File: src/rtl/mux_scan_ctrl_if.sv
// Purpose : bundles the scan-controller request/mux/result signals into one port.
// Ports   : start/cont/mux_in are requests and mux data toward the controller;
//           sel/dout/valid/busy are the controller's registered results.
// Modports: master = the side that requests frames and closes the mux path,
//           slave  = the controller itself.
interface mux_scan_ctrl_if;
    logic       start;   // level request to begin a frame, honoured only when idle
    logic       cont;    // continuous mode, looked at only on the frame-end edge
    logic       mux_in;  // mux output, combinational from sel
    logic [1:0] sel;     // mux select
    logic [3:0] dout;    // last completed frame, dout[i] sampled while sel==i
    logic       valid;   // one-cycle pulse: dout updated this cycle
    logic       busy;    // frame in progress

    modport master (
        output start, cont, mux_in,
        input  sel, dout, valid, busy
    );

    modport slave (
        input  start, cont, mux_in,
        output sel, dout, valid, busy
    );
endinterface

File: src/rtl/mux_scan_ctrl.sv
// Purpose     : round-robin scan of a 4:1 mux; holds sel DWELL cycles per channel,
//               samples mux_in on the last cycle, publishes the 4-bit frame.
// Latency     : valid rises the cycle after edge E0+4*DWELL (E0 = accepting edge).
// Backpressure: none; start is ignored while busy (not queued).
// Ports       : clk, rst (synchronous, active-high), bus (mux_scan_ctrl_if.slave).
//               All outputs come straight from registers.
module mux_scan_ctrl #(
    parameter int DWELL = 4
) (
    input  logic             clk,
    input  logic             rst,
    mux_scan_ctrl_if.slave   bus
);

    localparam int CW = (DWELL > 1) ? $clog2(DWELL) : 1;
    localparam logic [CW-1:0] CNT_LAST = CW'(DWELL - 1);

    typedef enum logic [0:0] {
        IDLE = 1'b0,
        SCAN = 1'b1
    } state_t;

    state_t          state_q, state_d;
    logic [1:0]      sel_q,   sel_d;
    logic [CW-1:0]   cnt_q,   cnt_d;
    // Samples of channels 0..2; channel 3 goes straight into dout at frame end.
    logic [2:0]      shift_q, shift_d;
    logic [3:0]      dout_q,  dout_d;
    logic            valid_q, valid_d;
    logic            busy_q,  busy_d;

    always_ff @(posedge clk) begin
        if (rst) begin
            state_q <= IDLE;
            sel_q   <= 2'b00;
            cnt_q   <= '0;
            shift_q <= 3'b000;
            dout_q  <= 4'b0000;
            valid_q <= 1'b0;
            busy_q  <= 1'b0;
        end else begin
            state_q <= state_d;
            sel_q   <= sel_d;
            cnt_q   <= cnt_d;
            shift_q <= shift_d;
            dout_q  <= dout_d;
            valid_q <= valid_d;
            busy_q  <= busy_d;
        end
    end

    always_comb begin
        state_d = state_q;
        sel_d   = sel_q;
        cnt_d   = cnt_q;
        shift_d = shift_q;
        dout_d  = dout_q;
        valid_d = 1'b0;
        busy_d  = busy_q;

        case (state_q)
            IDLE: begin
                sel_d = 2'b00;
                cnt_d = '0;
                if (bus.start) begin
                    state_d = SCAN;
                    busy_d  = 1'b1;
                end
            end

            SCAN: begin
                if (cnt_q != CNT_LAST) begin
                    cnt_d = cnt_q + CW'(1);
                end else begin
                    // Dwell boundary: sel has been stable DWELL cycles, take the sample.
                    cnt_d = '0;
                    if (sel_q != 2'd3) begin
                        shift_d[sel_q] = bus.mux_in;
                        sel_d          = sel_q + 2'd1;
                    end else begin
                        dout_d  = {bus.mux_in, shift_q};
                        valid_d = 1'b1;
                        sel_d   = 2'b00;
                        // cont matters only here, so mid-frame changes are harmless.
                        if (!bus.cont) begin
                            state_d = IDLE;
                            busy_d  = 1'b0;
                        end
                    end
                end
            end

            default: begin
                state_d = IDLE;
                sel_d   = 2'b00;
                cnt_d   = '0;
                busy_d  = 1'b0;
            end
        endcase
    end

    assign bus.sel   = sel_q;
    assign bus.dout  = dout_q;
    assign bus.valid = valid_q;
    assign bus.busy  = busy_q;

endmodule

File: src/flat_wrapper.sv
// flat-port wrapper written by rule: the top's interface ports become plain ports
module mux_scan_ctrl_flat 
#(
    parameter int DWELL = 4
)
  (clk, rst, bus_start, bus_cont, bus_mux_in, bus_sel, bus_dout, bus_valid, bus_busy);
  mux_scan_ctrl_if bus_i ();
  input  logic clk;
  input  logic rst;
  input wire logic [$bits(bus_i.start)-1:0] bus_start;
  input wire logic [$bits(bus_i.cont)-1:0] bus_cont;
  input wire logic [$bits(bus_i.mux_in)-1:0] bus_mux_in;
  output wire logic [$bits(bus_i.sel)-1:0] bus_sel;
  output wire logic [$bits(bus_i.dout)-1:0] bus_dout;
  output wire logic [$bits(bus_i.valid)-1:0] bus_valid;
  output wire logic [$bits(bus_i.busy)-1:0] bus_busy;
  assign bus_i.start = bus_start;
  assign bus_i.cont = bus_cont;
  assign bus_i.mux_in = bus_mux_in;
  assign bus_sel = bus_i.sel;
  assign bus_dout = bus_i.dout;
  assign bus_valid = bus_i.valid;
  assign bus_busy = bus_i.busy;
  mux_scan_ctrl #(.DWELL(DWELL)) u_core (.clk(clk), .rst(rst), .bus(bus_i));
endmodule
File: config.mk
export PLATFORM = sky130hd
export DESIGN_NAME = mux_scan_ctrl_flat
export DESIGN_NICKNAME = d
export VERILOG_FILES = /design/src/rtl/mux_scan_ctrl_if.sv /design/src/rtl/mux_scan_ctrl.sv /design/src/flat_wrapper.sv
export SDC_FILE = /design/constraint.sdc
export NUM_CORES = 1
export LEC_CHECK = 0
export ABC_CLOCK_PERIOD_IN_PS = 3700
export CAP_MARGIN = 0
export CORE_AREA = 2 2 39 41
export CTS_BUF_LIST = sky130_fd_sc_hd__clkbuf_8
export DETAILED_ROUTE_END_ITERATION = 10
export DIE_AREA = 0 0 41 43
export PLACE_DENSITY = 0.79
export SYNTH_ARGS = -nofsm -noshare
export SYNTH_HDL_FRONTEND = slang
export SYNTH_SLANG_ARGS = --single-unit
File: constraint.sdc
create_clock -name clk -period 3.7 [get_ports clk]
set_clock_uncertainty 0.15 [all_clocks]
set_input_delay 0.74 -clock clk [delete_from_list [all_inputs] [get_ports clk]]
set_output_delay 0.74 -clock clk [all_outputs]
set_load 0.1 [all_outputs]
; ---- Yosys cells after proc, flatten, opt, wreduce, memory -nomap -nowiden
; Cells that the tools add are included.
[word_totals]
ff_bits = 14
word_cells = 44
[classes]
addsub = 2
n_lt_le_gt_ge = 2
eq_ne = 6
mux = 19
n_bitwise = 3
n_reduce_logical = 5
[op_table]
columns = operator, count
row1 = != test 2 bit (second input constant), 6
row2 = two-way mux 1 bit, 10
row3 = one-hot mux 2 bit (2 select lines), 2
row4 = two-way mux 2 bit, 3
row5 = AND reduction 3 bit, 2
row6 = adder 2 x 1 -> 2 bit (second input constant), 2
row7 = one-hot mux 1 bit (2 select lines), 2
row8 = AND reduction 4 bit, 1
row9 = bitwise mux 3 bit, 1
row10 = < comparator 2 x 3 -> 1 bit (second input constant), 1
row11 = NOT 1 bit, 3
row12 = OR reduction 3 bit, 1
row13 = demux 1 bit (select 2 bit), 1
row14 = greater-or-equal comparator 2 x 1 -> 1 bit (second input constant), 1
row15 = logical AND 1 bit, 1

; ---- Logic depth before layout (Yosys ltp)
[depth]
depth_word = 5
mapped_depth = 4

; ---- Worst setup path before layout
; No wires, ideal clock.
[synth_path]
kind = reg-to-reg
from = register u_core.sel_q[0], in the netlist u_core.bus.sel[0]
to = register u_core.dout_q[3], in the netlist u_core.bus.dout[3]
arrival_ns = 1.719
setup_slack_ns = 1.760
stages_incl_launch_ff = 5
n_path_buf = 1
period_less_slack_ns = 1.940
cell_sequence = dfxtp_1 > ha_1 > and3_1 > buf_6 > mux2i_1
[synth_between]
elab_chain_cells = 3
[synth_rtl]
columns = item, line
row1 = "start, declared", mux_scan_ctrl.sv:24  ; logic [1:0] sel_q, sel_d;
row2 = "start signal, assigned", mux_scan_ctrl.sv:43  ; sel_q <= sel_d;
row3 = != test 2 bit, mux_scan_ctrl.sv:77  ; if (sel_q != 2'd3) begin
row4 = NOT 1 bit (no line), -
row5 = AND reduction 3 bit (no line), -
row6 = "end signal, assigned", mux_scan_ctrl.sv:46  ; dout_q <= dout_d;
row7 = "end, declared", mux_scan_ctrl.sv:28  ; logic [3:0] dout_q, dout_d;
; No other way between the ends.
; A chain may end at the register's enable or synchronous reset.

; ---- Worst setup path after layout
[layout_path]
from = register u_core.sel_q[1], in the netlist u_core.bus.sel[1]
to = output port bus_sel[1]
[layout_rtl]
columns = item, line
row1 = "end, declared", flat_wrapper.sv:13  ; output wire logic [$bits(bus_i.sel)-1:0] bus_sel;
; No word-level cell between the ends.

==> impl_metrics.json <==
{
  "synth_compound_area_frac": 0.0249,
  "path_cells": "clkdlybuf4s50_1",
  "sequentialPowerShare": 0.529,
  "cts-root-buf": "clkbuf_8",
  "critPathBufInv": 1,
  "finalInstanceArea_um2": 817,
  "syn_area_um2": 653,
  "numPortBuffers": 12,
  "hold_viol_final": 0,
  "drc": 0,
  "p_sw_uw": 60.8,
  "worst_slew_pin_slew_ps": 966,
  "synth.area.mux_share": 0.123,
  "gr-total-overflow": 0,
  "period_needed_ps": 2700,
  "start_util": 0.472,
  "swShare": 0.206,
  "hold_class": "reg2reg",
  "max-cap-violations": 0,
  "busiest_layer": "met2",
  "diodes": 0,
  "synthAdderAreaFrac": 0.134,
  "antenna_found_initial": 0,
  "min_period_over_period": 0.731,
  "p_leak_nw": 0.334,
  "dr.pass1.iters": 2,
  "cp_max_fo": 6,
  "yosysWarnings": 0,
  "slew_viol_final": 0,
  "slowest_delay_ps": 1170,
  "cp_slowest_cell": "clkdlybuf4s50_1",
  "synth_area_leader_cell": "dfxtp_1",
  "drt_iter0_drc": 7,
  "die_area_um2": 1760,
  "power.internal_uw": 234,
  "num_vias": 444,
  "synth_edf_count": 0,
  "grtUsageMet1": 0.166,
  "grtUsageMet2": 0.200,
  "gp_congestion": 0.721,
  "yosys.area_share.simple": 0.249,
  "synth.area.top_cells": "dfxtp_1 43%, ha_1 13%, mux2i_1 12%, nand2b_1 11%, nand4b_1 4.0%",
  "fillers": 128,
  "ir_drop_v": 0.000190,
  "crit_family": "buffers and inverters",
  "ios": 13,
  "drive_gt1_frac": 0.0676,
  "wl_per_cell_um": 10.8,
  "cts_max_level": 1,
  "cts-buffers-inserted": 3,
  "synth.distinct_cells": 17,
  "final-setup-viol-count": 0,
  "placed_cell_area_um2": 776,
  "place_inst": 87,
  "cts_setup_buffers": 0,
  "ys_seq_area_frac": 0.429,
  "rsz0062_at_grt": "no",
  "die_y_um": 43,
  "synth-async-reset-ratio": 0,
  "grt_max_degree": 12,
  "syn-num-nets": 73,
  "synthFlopType": "dfxtp_1",
  "powerDensity_nw_per_um2": 361,
  "avgSynthCellArea_um2": 10.7,
  "synth.top_cell.area_share": 0.429,
  "synth_xor_area_frac": 0,
  "synth_top_family_by_area": "simple AND/OR/NAND/NOR gates",
  "ys_seq_elements": 14,
  "layoutNonFillerInstCount": 90,
  "criticalPathCategory": "reg2out",
  "grt_pass1_vias": 388,
  "grt_pass1_wl_um": 1640,
  "drt-total-wl_um": 970,
  "status": "complete, no violations",
  "use_met3": 0.0471,
  "syn_to_final_growth_pct": 25.1,
  "track_usage": 0.143,
  "clkSinkCount": 14,
  "slew_headroom": 0.354,
  "synth_cells": 61,
  "placementRows": 14,
  "p_comb_frac": 0.069,
  "fmax_mhz": 370,
  "fin_nets": 88,
  "clk_path_buf_depth": 2,
  "die_x_um": 41,
  "hold_buffers": 0,
  "cts_tree": "done",
  "viasPerCell": 4.93,
  "worstSkewPairLatency_ps": 240,
  "ant_nets": 0,
  "crit_path_end_kind": "output pin",
  "required_ps": 2810,
  "critPathLaunchType": "flip-flop",
  "core_um2": 1380,
  "clkPwrFrac": 0.402,
  "tns_ps": 0,
  "clk_pin_slew_ps": 50,
  "ctsResizeCount": 0,
  "worstPathArrival_ps": 1810,
  "place_hpwl_um": 731
}
cell type report:
type | instances | area (µm²) | share of cell area
timing repair buffer | 12 | 118 | 0.144
inverter | 3 | 11.3 | 0.0138
sequential | 14 | 280 | 0.343
multi-input combinational | 42 | 347 | 0.424
clock buffer | 3 | 41.3 | 0.0505
tap | 16 | 20.0 | 0.0245
cells in the mapped netlist, drive strengths merged, types with 2 or more instances:
| cell | n |
|---|---|
| mux2i | 8 |
| nor2 | 3 |
| inv | 3 |
| dfxtp | 14 |
| nand2b | 11 |
| ha | 7 |
| nand4b | 3 |
| nor3 | 2 |
| and4b | 2 |
cells by family (layout without fill, tap and decap cells):
family / count (synthesis) / in the layout
fa+ha+maj: 7 / 7
buf+inv: 5 / 18
mux: 8 / 8
compound gates: 2 / 2
flops: 14 / 14
simple gates: 25 / 25
cell usage in the layout (no fill, tap or decap):
cell	n
nand2b_1	11
ha_1	7
nor2_1	3
nor3_1	2
and4b_1	2
buf_4	1
clkbuf_8	3
dfxtp_1	14
nor3b_1	1
clkdlybuf4s50_1	11
nand4b_1	3
a211oi_1	1
nand2_1	1
inv_1	3
or3b_1	1
mux2i_1	8
and3_1	1
a21oi_2	1
metal layers:
metal / up-vias / share of wire
met3: 5 / 0.051
met2: 10 / 0.44
met5: - / 0
met4: 0 / 0.037
met1: 194 / 0.47
li1: 235 / -
power by group through the flow:
stage                     clock network [mW]  logic (mW)  registers (mW)
final                                  0.119      0.0203           0.156
after global routing                   0.134      0.0221           0.156
after CTS                              0.124      0.0207           0.156
after detailed placement                   0      0.0206           0.159
after global placement                     0      0.0204           0.159
after floorplan                            0     0.00696           0.165
sequential cells by signal, summed over array words and instances, names as in the netlist:
name              cells
u_core.bus.busy       1
u_core.bus.dout       4
u_core.bus.sel        2
u_core.bus.valid      1
u_core.cnt_q          2
u_core.shift_q        3
u_core.state_q        1
path summary, 6_finish.rpt:
kind	startpoint	endpoint	slack, ps	cells past startpoint
setup / recovery	u_core.bus.sel[1]$_SDFFE_PP0P_	bus_sel[1]	1000	1
hold / removal	u_core.bus.busy$_SDFFE_PP0P_	u_core.bus.busy$_SDFFE_PP0P_	300	2
setup reg to reg	u_core.cnt_q[0]$_SDFF_PP0_	u_core.bus.dout[3]$_SDFFE_PP0P_	2330	3
hold reg to reg	u_core.bus.busy$_SDFFE_PP0P_	u_core.bus.busy$_SDFFE_PP0P_	300	2
through the flow:
| stage | power, mW | utilization | hold WS [ps] | setup slack, ps |
|---|---|---|---|---|
| floorplan | 0.172 | - | 284 | 1760 |
| global placement | 0.179 | 0.561 | 289 | 1270 |
| detailed placement | 0.180 | 0.561 | 292 | 1260 |
| CTS | 0.300 | 0.590 | 304 | 990 |
| global route | 0.312 | 0.590 | 336 | 944 |
| finish | 0.295 | 0.590 | 301 | 996 |
Note: power is estimated with default switching activity, not from simulation.
